==> config.mk <==
export PLATFORM = sky130hd
export DESIGN_NAME = bsg_cgol_grid
export DESIGN_NICKNAME = d
export VERILOG_FILES = /design/src/rtl/bsg_cgol_grid.sv
export SDC_FILE = /design/constraint.sdc
export NUM_CORES = 1
export LEC_CHECK = 0
export BUFFER_PORTS_ARGS = -buffer_cell sky130_fd_sc_hd__clkbuf_2
export CORE_ASPECT_RATIO = 0.9
export CORE_MARGIN = 3
export CORE_UTILIZATION = 50
export CTS_BUF_LIST = sky130_fd_sc_hd__clkbuf_8
export DETAILED_ROUTE_END_ITERATION = 16
export PLACE_DENSITY = 0.71
export SLEW_MARGIN = 25
export SYNTH_ARGS = -nofsm -noshare
export SYNTH_HDL_FRONTEND = slang
export SYNTH_SLANG_ARGS = --single-unit
==> constraint.sdc <==
create_clock -name clk_i -period 16.05 [get_ports clk_i]
set_input_delay 1.605 -clock clk_i [delete_from_list [all_inputs] [get_ports clk_i]]
set_output_delay 1.605 -clock clk_i [all_outputs]
set_load 0.1 [all_outputs]
==> src/rtl/bsg_cgol_grid.sv <==
// Game-of-Life engine: height_p x width_p torus or dead-edge board, row-serial loading,
// programmable B/S rule and a run controller that stops after N generations or on a still life.
module bsg_cgol_grid #(
  parameter int width_p     = 8,
  parameter int height_p    = 8,
  parameter int gen_width_p = 16,
  parameter bit wrap_p      = 1'b1
) (
  input  logic                            clk_i,
  input  logic                            reset_i,
  input  logic                            load_v_i,
  input  logic [width_p-1:0]              load_row_i,
  input  logic                            start_v_i,
  input  logic [gen_width_p-1:0]          num_gens_i,
  input  logic [8:0]                      birth_mask_i,
  input  logic [8:0]                      survive_mask_i,
  output logic                            ready_o,
  output logic                            done_o,
  output logic                            stable_o,
  output logic [gen_width_p-1:0]          gen_count_o,
  output logic [width_p*height_p-1:0]     board_o
);

  localparam int ptr_w_lp = (height_p > 1) ? $clog2(height_p) : 1;

  typedef enum logic [1:0] {IDLE, RUN, DONE} state_e;

  state_e                               state_q, state_d;
  logic [height_p-1:0][width_p-1:0]     board_q, board_d, life_next;
  logic [ptr_w_lp-1:0]                  ptr_q, ptr_d;
  logic [gen_width_p-1:0]               gen_q, gen_d, num_q, num_d;
  logic [8:0]                           birth_q, birth_d, survive_q, survive_d;
  logic                                 stable_q, stable_d;
  logic [gen_width_p:0]                 gen_plus;

  // Board surrounded by a one-cell halo: wrapped copies on a torus, zeros otherwise.
  // Small boards alias the same source cell several times, which is intended.
  logic [height_p+1:0][width_p+1:0]     pad;

  for (genvar r = 0; r < height_p + 2; r++) begin : g_pad_r
    for (genvar c = 0; c < width_p + 2; c++) begin : g_pad_c
      localparam int src_r_lp = (r + height_p - 1) % height_p;
      localparam int src_c_lp = (c + width_p - 1) % width_p;
      localparam bit halo_lp  = (r == 0) || (r == height_p + 1) || (c == 0) || (c == width_p + 1);
      if (!wrap_p && halo_lp) begin : g_dead
        assign pad[r][c] = 1'b0;
      end else begin : g_live
        assign pad[r][c] = board_q[src_r_lp][src_c_lp];
      end
    end
  end

  for (genvar r = 0; r < height_p; r++) begin : g_cell_r
    for (genvar c = 0; c < width_p; c++) begin : g_cell_c
      logic [3:0] nbr;
      assign nbr = 4'(pad[r][c])     + 4'(pad[r][c+1])   + 4'(pad[r][c+2])
                 + 4'(pad[r+1][c])                       + 4'(pad[r+1][c+2])
                 + 4'(pad[r+2][c])   + 4'(pad[r+2][c+1]) + 4'(pad[r+2][c+2]);
      assign life_next[r][c] = board_q[r][c] ? survive_q[nbr] : birth_q[nbr];
    end
  end

  assign gen_plus = {1'b0, gen_q} + (gen_width_p+1)'(1);

  always_comb begin
    // NOTE: every variable gets a default first so no path leaves it unassigned (no latches).
    state_d   = state_q;
    board_d   = board_q;
    ptr_d     = ptr_q;
    gen_d     = gen_q;
    num_d     = num_q;
    birth_d   = birth_q;
    survive_d = survive_q;
    stable_d  = stable_q;
    unique case (state_q)
      IDLE: begin
        if (load_v_i) begin
          board_d[ptr_q] = load_row_i;
          ptr_d = (ptr_q == ptr_w_lp'(height_p - 1)) ? '0 : ptr_q + ptr_w_lp'(1);
        end
        if (start_v_i) begin
          birth_d   = birth_mask_i;
          survive_d = survive_mask_i;
          num_d     = num_gens_i;
          gen_d     = '0;
          stable_d  = 1'b0;
          state_d   = (num_gens_i == '0) ? DONE : RUN;
        end
      end
      RUN: begin
        board_d = life_next;
        gen_d   = (&gen_q) ? gen_q : gen_plus[gen_width_p-1:0];
        if (life_next == board_q) begin
          stable_d = 1'b1;
          state_d  = DONE;
        end else if (gen_plus == {1'b0, num_q}) begin
          state_d = DONE;
        end
      end
      DONE:    state_d = IDLE;
      default: state_d = IDLE;
    endcase
  end

  // NOTE: sequential state uses non-blocking assignments so all flops update together.
  // NOTE: the board array is reset too, because a cleared board is visible on board_o.
  always_ff @(posedge clk_i or posedge reset_i) begin
    if (reset_i) begin
      state_q   <= IDLE;
      board_q   <= '0;
      ptr_q     <= '0;
      gen_q     <= '0;
      num_q     <= '0;
      birth_q   <= '0;
      survive_q <= '0;
      stable_q  <= 1'b0;
    end else begin
      state_q   <= state_d;
      board_q   <= board_d;
      ptr_q     <= ptr_d;
      gen_q     <= gen_d;
      num_q     <= num_d;
      birth_q   <= birth_d;
      survive_q <= survive_d;
      stable_q  <= stable_d;
    end
  end

  assign ready_o     = (state_q == IDLE);
  assign done_o      = (state_q == DONE);
  assign stable_o    = stable_q;
  assign gen_count_o = gen_q;
  assign board_o     = board_q;

endmodule

# Word level (Yosys, flattened, before mapping)
# Index checks and enable logic that the tools add are counted.
op_classes:
  reduce_logical: 11
  n_addsub: 450
  n_lt_le_gt_ge: 66
  eq_ne: 10
  mux: 337
ops:
  columns: ["op", "n"]
  rows:
  - ["$add A4 B1 Y4", 256]
  - ["$bmux W1 S4", 128]
  - ["$lt A4 B5 Y1 const B", 64]
  - ["$add A3 B1 Y4", 64]
  - ["$mux W1", 194]
  - ["$add A2 B1 Y3", 64]
  - ["$add A1 B1 Y2", 64]
  - ["$pmux W64 S2", 1]
  - ["$bwmux W64", 1]
  - ["$eq A64 B64 Y1", 1]
  - ["$mux W64", 1]
  - ["$mux W16", 2]
  - ["$pmux W16 S2", 1]
  - ["$demux W8 S3", 1]
  - ["$add A16 B1 Y17 const B", 1]
  - ["$eq A17 B16 Y1", 1]
  - ["$logic_not A16 Y1", 1]
  - ["$reduce_and A16 Y1", 1]
  - ["$mux W2", 4]
  - ["$mux W8", 1]
  - ["$ne A2 B2 Y1 const B", 4]
  - ["$reduce_and A2 Y1", 4]
  - ["$reduce_and A3 Y1", 2]
  - ["$lt A3 B4 Y1 const B", 1]
  - ["12 further kinds", 12]
word_totals:
  output_inout_bits: 83
  elab_cells: 889
  reg_bits: 120

# Logic depth before layout (Yosys ltp)
logic_depth:
  depth_word: 13
  mapped_depth: 17
  mapped_depth_nobuf: 16

# Worst setup path after synthesis
# OpenSTA, ideal clock, no wires.
synth_path:
  path_type: "register to register"
  startpoint: "register board_q (netlist bit board_o[6])"
  endpoint: "register state_q[0]"
  path_stages_with_launch: 16
  setup_ps: 129
  arrival_ps: 6510
  required_ps: 15921
  setup_slack_ps: 9411
  path_cell_list: "dfrtp_1 -> inv_1 -> fa_1 -> fa_1 -> fa_1 -> inv_1 -> ha_1 -> fa_1 -> or4b_1 -> o32ai_1 -> o21ai_0 -> or4b_1 -> or4b_1 -> or2_0 -> or4_4 -> o2bb2ai_1"
synth_via:
  elab_chain_len: 13
  elab_cells_between_ends: 81
  classes_between: "35 x add/sub; 2 x eq/ne; 43 x mux; 1 x reduce/logical"
synth_rtl:
  columns: ["item", "line", "rtl"]
  rows:
  - ["start: declaration", "29", "logic [height_p-1:0][width_p-1:0] board_q, board_d, life_next;"]
  - ["start signal: assignment", "119", "board_q <= board_d;"]
  - ["$add A1 B1 Y2", "56", "assign nbr = 4'(pad[r][c]) + 4'(pad[r][c+1]) + 4'(pad[r][c+2])"]
  - ["$add A2 B1 Y3", "56", null]
  - ["$add A3 B1 Y4", "57", "+ 4'(pad[r+1][c]) + 4'(pad[r+1][c+2])"]
  - ["$add A4 B1 Y4", "57", null]
  - ["$add A4 B1 Y4 (3 in a row)", "58", "+ 4'(pad[r+2][c]) + 4'(pad[r+2][c+1]) + 4'(pad[r+2][c+2]);"]
  - ["$bmux W1 S4", "59", "assign life_next[r][c] = board_q[r][c] ? survive_q[nbr] : birth_q[nbr];"]
  - ["$mux W1 (implied by the code)", "59", null]
  - ["$mux W1", "59", null]
  - ["$eq A64 B64 Y1 *", "93", "if (life_next == board_q) begin"]
  - ["$mux W2 or $ne A3 B3 Y1 (tied branches)", null, null]
  - ["$pmux W2 S2 or $reduce_and A2 Y1 (tied branches)", null, null]
  - ["end signal: assignment", "118", "state_q <= state_d;"]
  - ["end: declaration", "28", "state_e state_q, state_d;"]
# Mark *: on every way between the ends. The rest lies on a longest branch, timed or not. The select of a mux whose other input is x is not followed.
# A chain may end at the register's enable or synchronous reset.

# Worst setup path after layout
layout_path:
  startpoint: "register board_q (netlist bit board_o[12])"
  endpoint: "register state_q[0]"
# The elaborated chain is that of the path after synthesis.

==> results.sh <==
export IMPL_reg2reg_to="state_q[0]"
export IMPL_cp_common_cell="fa_1"
export IMPL_fin_area_um2=29500
export IMPL_grtUsageMet3_pct=15.61
export IMPL_synthCells=2957
export IMPL_slew_violations=0
export IMPL_core_um2=54830
export IMPL_place_area_um2=29050
export IMPL_reg2reg_from="board_o[12]"
export IMPL_met2_usage_pct=58.81
export IMPL_cts_max_path_buffers=2
export IMPL_min_period_ns=7.269
export IMPL_endpoint_kind="register"
export IMPL_crit_family="adder cells"
export IMPL_crit_arrival_ns=7.74
export IMPL_rsz0062_at_grt="no"
export IMPL_reg2reg_setup_slack_ns=8.78
export IMPL_hp_start="birth_q[8]"
export IMPL_ys_flop_type="dfrtp_1"
export IMPL_start_util_pct=50.95
export IMPL_drc=0
export IMPL_synth_edff_count=0
export IMPL_ys_seq_area_share_pct=10.75
export IMPL_fin_nets=3421
export IMPL_timing_final_setup_violations=0
export IMPL_hp_class="reg -> reg"
export IMPL_async_flop_share_pct=100.0
export IMPL_worst_path_buf_inv=2
export IMPL_postLayoutCoreUtil_pct=53.81
export IMPL_synth_area_leaders="mux4_2, fa_1, dfrtp_1, ha_1, inv_1"
export IMPL_routabilityCongestion=1.064
export IMPL_die_width_um=255.2
export IMPL_drive_gt1_share_pct=17.84
export IMPL_grt_max_degree=64
export IMPL_tns_ns=0
export IMPL_ctsHoldBuffers=0
export IMPL_path_class="reg -> reg"
export IMPL_grt_busiest_layer="met2"
export IMPL_grt_pass1_wl_mm=173.2
export IMPL_hold_depth=2
export IMPL_io_pins=129
export IMPL_path_cells="inv_1 -> fa_1 -> fa_1 -> fa_1 -> inv_1 -> ha_1 -> fa_1 -> mux4_2 -> nand4_1 -> o211ai_1 -> a21oi_1 -> nand4_1 -> or4_1 -> or4_4 -> o2bb2ai_1"
export IMPL_detail_route_antenna_nets=0
export IMPL_dieArea_um2=58750
export IMPL_vias=26820
export IMPL_clkTransAtPathRegs_ns=0.09
export IMPL_syn_cell_area_um2=27940
export IMPL_rr_worst_depth=15
export IMPL_htreeDepth=4
export IMPL_grt_use_met1_pct=50.78
export IMPL_cts_buffers_inserted=17
export IMPL_synth_cell_types=86
export IMPL_slowest_delay_ns=0.73
export IMPL_min_to="birth_q[8]"
export IMPL_via_per_inst=7.267
export IMPL_dr_pass1_iters=6
export IMPL_cts_sinks=120
export IMPL_clk_latency_ns=0.61
export IMPL_drt_wirelength_per_cell_um=32.05
export IMPL_synth_top_area_share_pct=18.30
export IMPL_fmax_ghz=0.1376
export IMPL_status="completed"
export IMPL_avgSynthCellArea_um2=9.448
export IMPL_wirelength_mm=118.3
export IMPL_finalCritPeriodShare_pct=45.29
export IMPL_worstMarginPinSlew_ns=1.235
export IMPL_slew_headroom_pct=16.90
export IMPL_io_buffer_count=128
export IMPL_multi_input_area_um2=22820
export IMPL_critPathMaxFanout=7
export IMPL_postCtsSetupBuffers=0
export IMPL_cts_root_buf="clkbuf_8"
export IMPL_ctsResizeCount=0
export IMPL_required_ns=16.52
export IMPL_critPathLaunchType="register"
export IMPL_dieHeight_um=230.2
export IMPL_fin_skew_ns=0.02819
export IMPL_yosys_register_bits=120
export IMPL_cp_slowest_cell="a21oi_1"
export IMPL_syn_nets=3453
export IMPL_grt_pass1_vias=26530
export IMPL_n_fill_cell=4941
export IMPL_synth_top_cell_by_area="mux4_2"
export IMPL_post_dp_hpwl_mm=82.97
export IMPL_ys_warn_count=0
export IMPL_drt_iter0_drc=3940
export IMPL_cts_tree="done"
export IMPL_maxCapViolations=0
export IMPL_gr_usage_all_layers_pct=40.42
export IMPL_seqCellArea_um2=3025
export IMPL_area_delta_synth_final_pct=5.598
export IMPL_antenna_found_initial=10
export IMPL_hold_violations=0
export IMPL_num_rows=81
export IMPL_overflow=0
-- metrics by stage --
| stage | worst slack [ns] | std cells | hold slack [ns] |
|---|---|---|---|
| after floorplan | 9.411 | 2957 | 0.4652 |
| after global placement | 9.106 | 3653 | 0.4672 |
| after detailed placement | 9.121 | 3653 | 0.4736 |
| after CTS | 9.085 | 3685 | 0.4941 |
| after global routing | 8.738 | 3686 | 0.5120 |
| final | 8.781 | 3691 | 0.4978 |
-- sequential cells by signal, summed over array words and instances (netlist names) --
| name | cells |
|---|---|
| survive_q | 9 |
| num_q | 16 |
| ptr_q | 3 |
| birth_q | 9 |
| stable_o | 1 |
| board_o | 64 |
| state_q | 2 |
| gen_count_o | 16 |
-- cell usage after synthesis, types with 41 or more instances --
library cell and number:
a21oi_1 156, dfrtp_1 120, xor2_1 59, nor2b_1 41
inv_1 343, clkbuf_1 206, ha_1 195, a21o_1 41
nand3_1 68, o21ai_0 98, fa_1 255, nand2_1 255
mux2i_1 109, nor2_1 149, mux4_2 227
-- worst reg2reg max path: stages, from the launching register on --
cell and delay, ns:
dfrtp_1 0.66, inv_1 0.44, fa_1 0.66, fa_1 0.46
fa_1 0.57, inv_1 0.06, ha_1 0.21, fa_1 0.68
mux4_2 0.54, nand4_1 0.10, o211ai_1 0.34, a21oi_1 0.73
nand4_1 0.26, or4_1 0.66, or4_4 0.61, o2bb2ai_1 0.16
-- layout make-up --
| class | instances | share of cell area, % |
|---|---|---|
| tap | 747 | 3.168 |
| sequential | 120 | 10.26 |
| clock inverter | 15 | 0.6574 |
| timing repair buffer | 173 | 3.317 |
| inverter | 344 | 4.394 |
| multi-input combinational | 2269 | 77.36 |
| clock buffer | 17 | 0.7931 |
| antenna | 6 | 0.05089 |
-- layer usage --
metal | vias to the layer above | wire, µm
met5 | - | 77
met4 | 6 | 8938
met3 | 586 | 18960
met2 | 2358 | 49740
met1 | 13170 | 40580
li1 | 10700 | -
-- how the worst max path moves through the flow --
| stage | startpoint | to | slack (ns) | cells past startpoint |
|---|---|---|---|---|
| 3_5_place_dp | board_o[12] | state_q[1] | 9.12 | 15 |
| 4_1_cts | board_o[12] | state_q[1] | 9.09 | 15 |
| 3_3_place_gp | board_o[12] | state_q[0] | 9.11 | 15 |
| 5_1_grt | board_o[12] | state_q[0] | 8.74 | 15 |
| 2_1_floorplan | board_o[6] | state_q[0] | 9.41 | 15 |
| 6_report | board_o[12] | state_q[0] | 8.78 | 15 |
-- cell families after synthesis --
group | count (synthesis) | synth area share, %
adder cells (fa/ha/maj) | 450 | 27.01
XOR/XNOR | 88 | 2.759
AO/OA/AOI/OAI | 577 | 13.80
flip-flops | 120 | 10.75
AND/OR/NAND/NOR | 778 | 14.21
multiplexers | 376 | 23.82
buffers and inverters | 568 | 7.659
-- layout by cell type, fill, tap and decap left out, types with 30 or more instances in the layout --
cell type  instances
dfrtp_1          102
clkbuf_2         128
inv_1            342
a21oi_1          156
xor2_1            59
mux4_2           227
a21o_1            41
buf_4             45
a31oi_1           40
nor2_1           149
mux2i_1          109
fa_1             255
nor2b_1           40
o21ai_0           98
mux2_2            40
nand2_1          255
nand3_1           68
nand4_1           35
ha_1             195
nor4_1            30
Power is not shown: default switching activity piles up to over one toggle a cycle in this logic, so the estimate is an artifact.
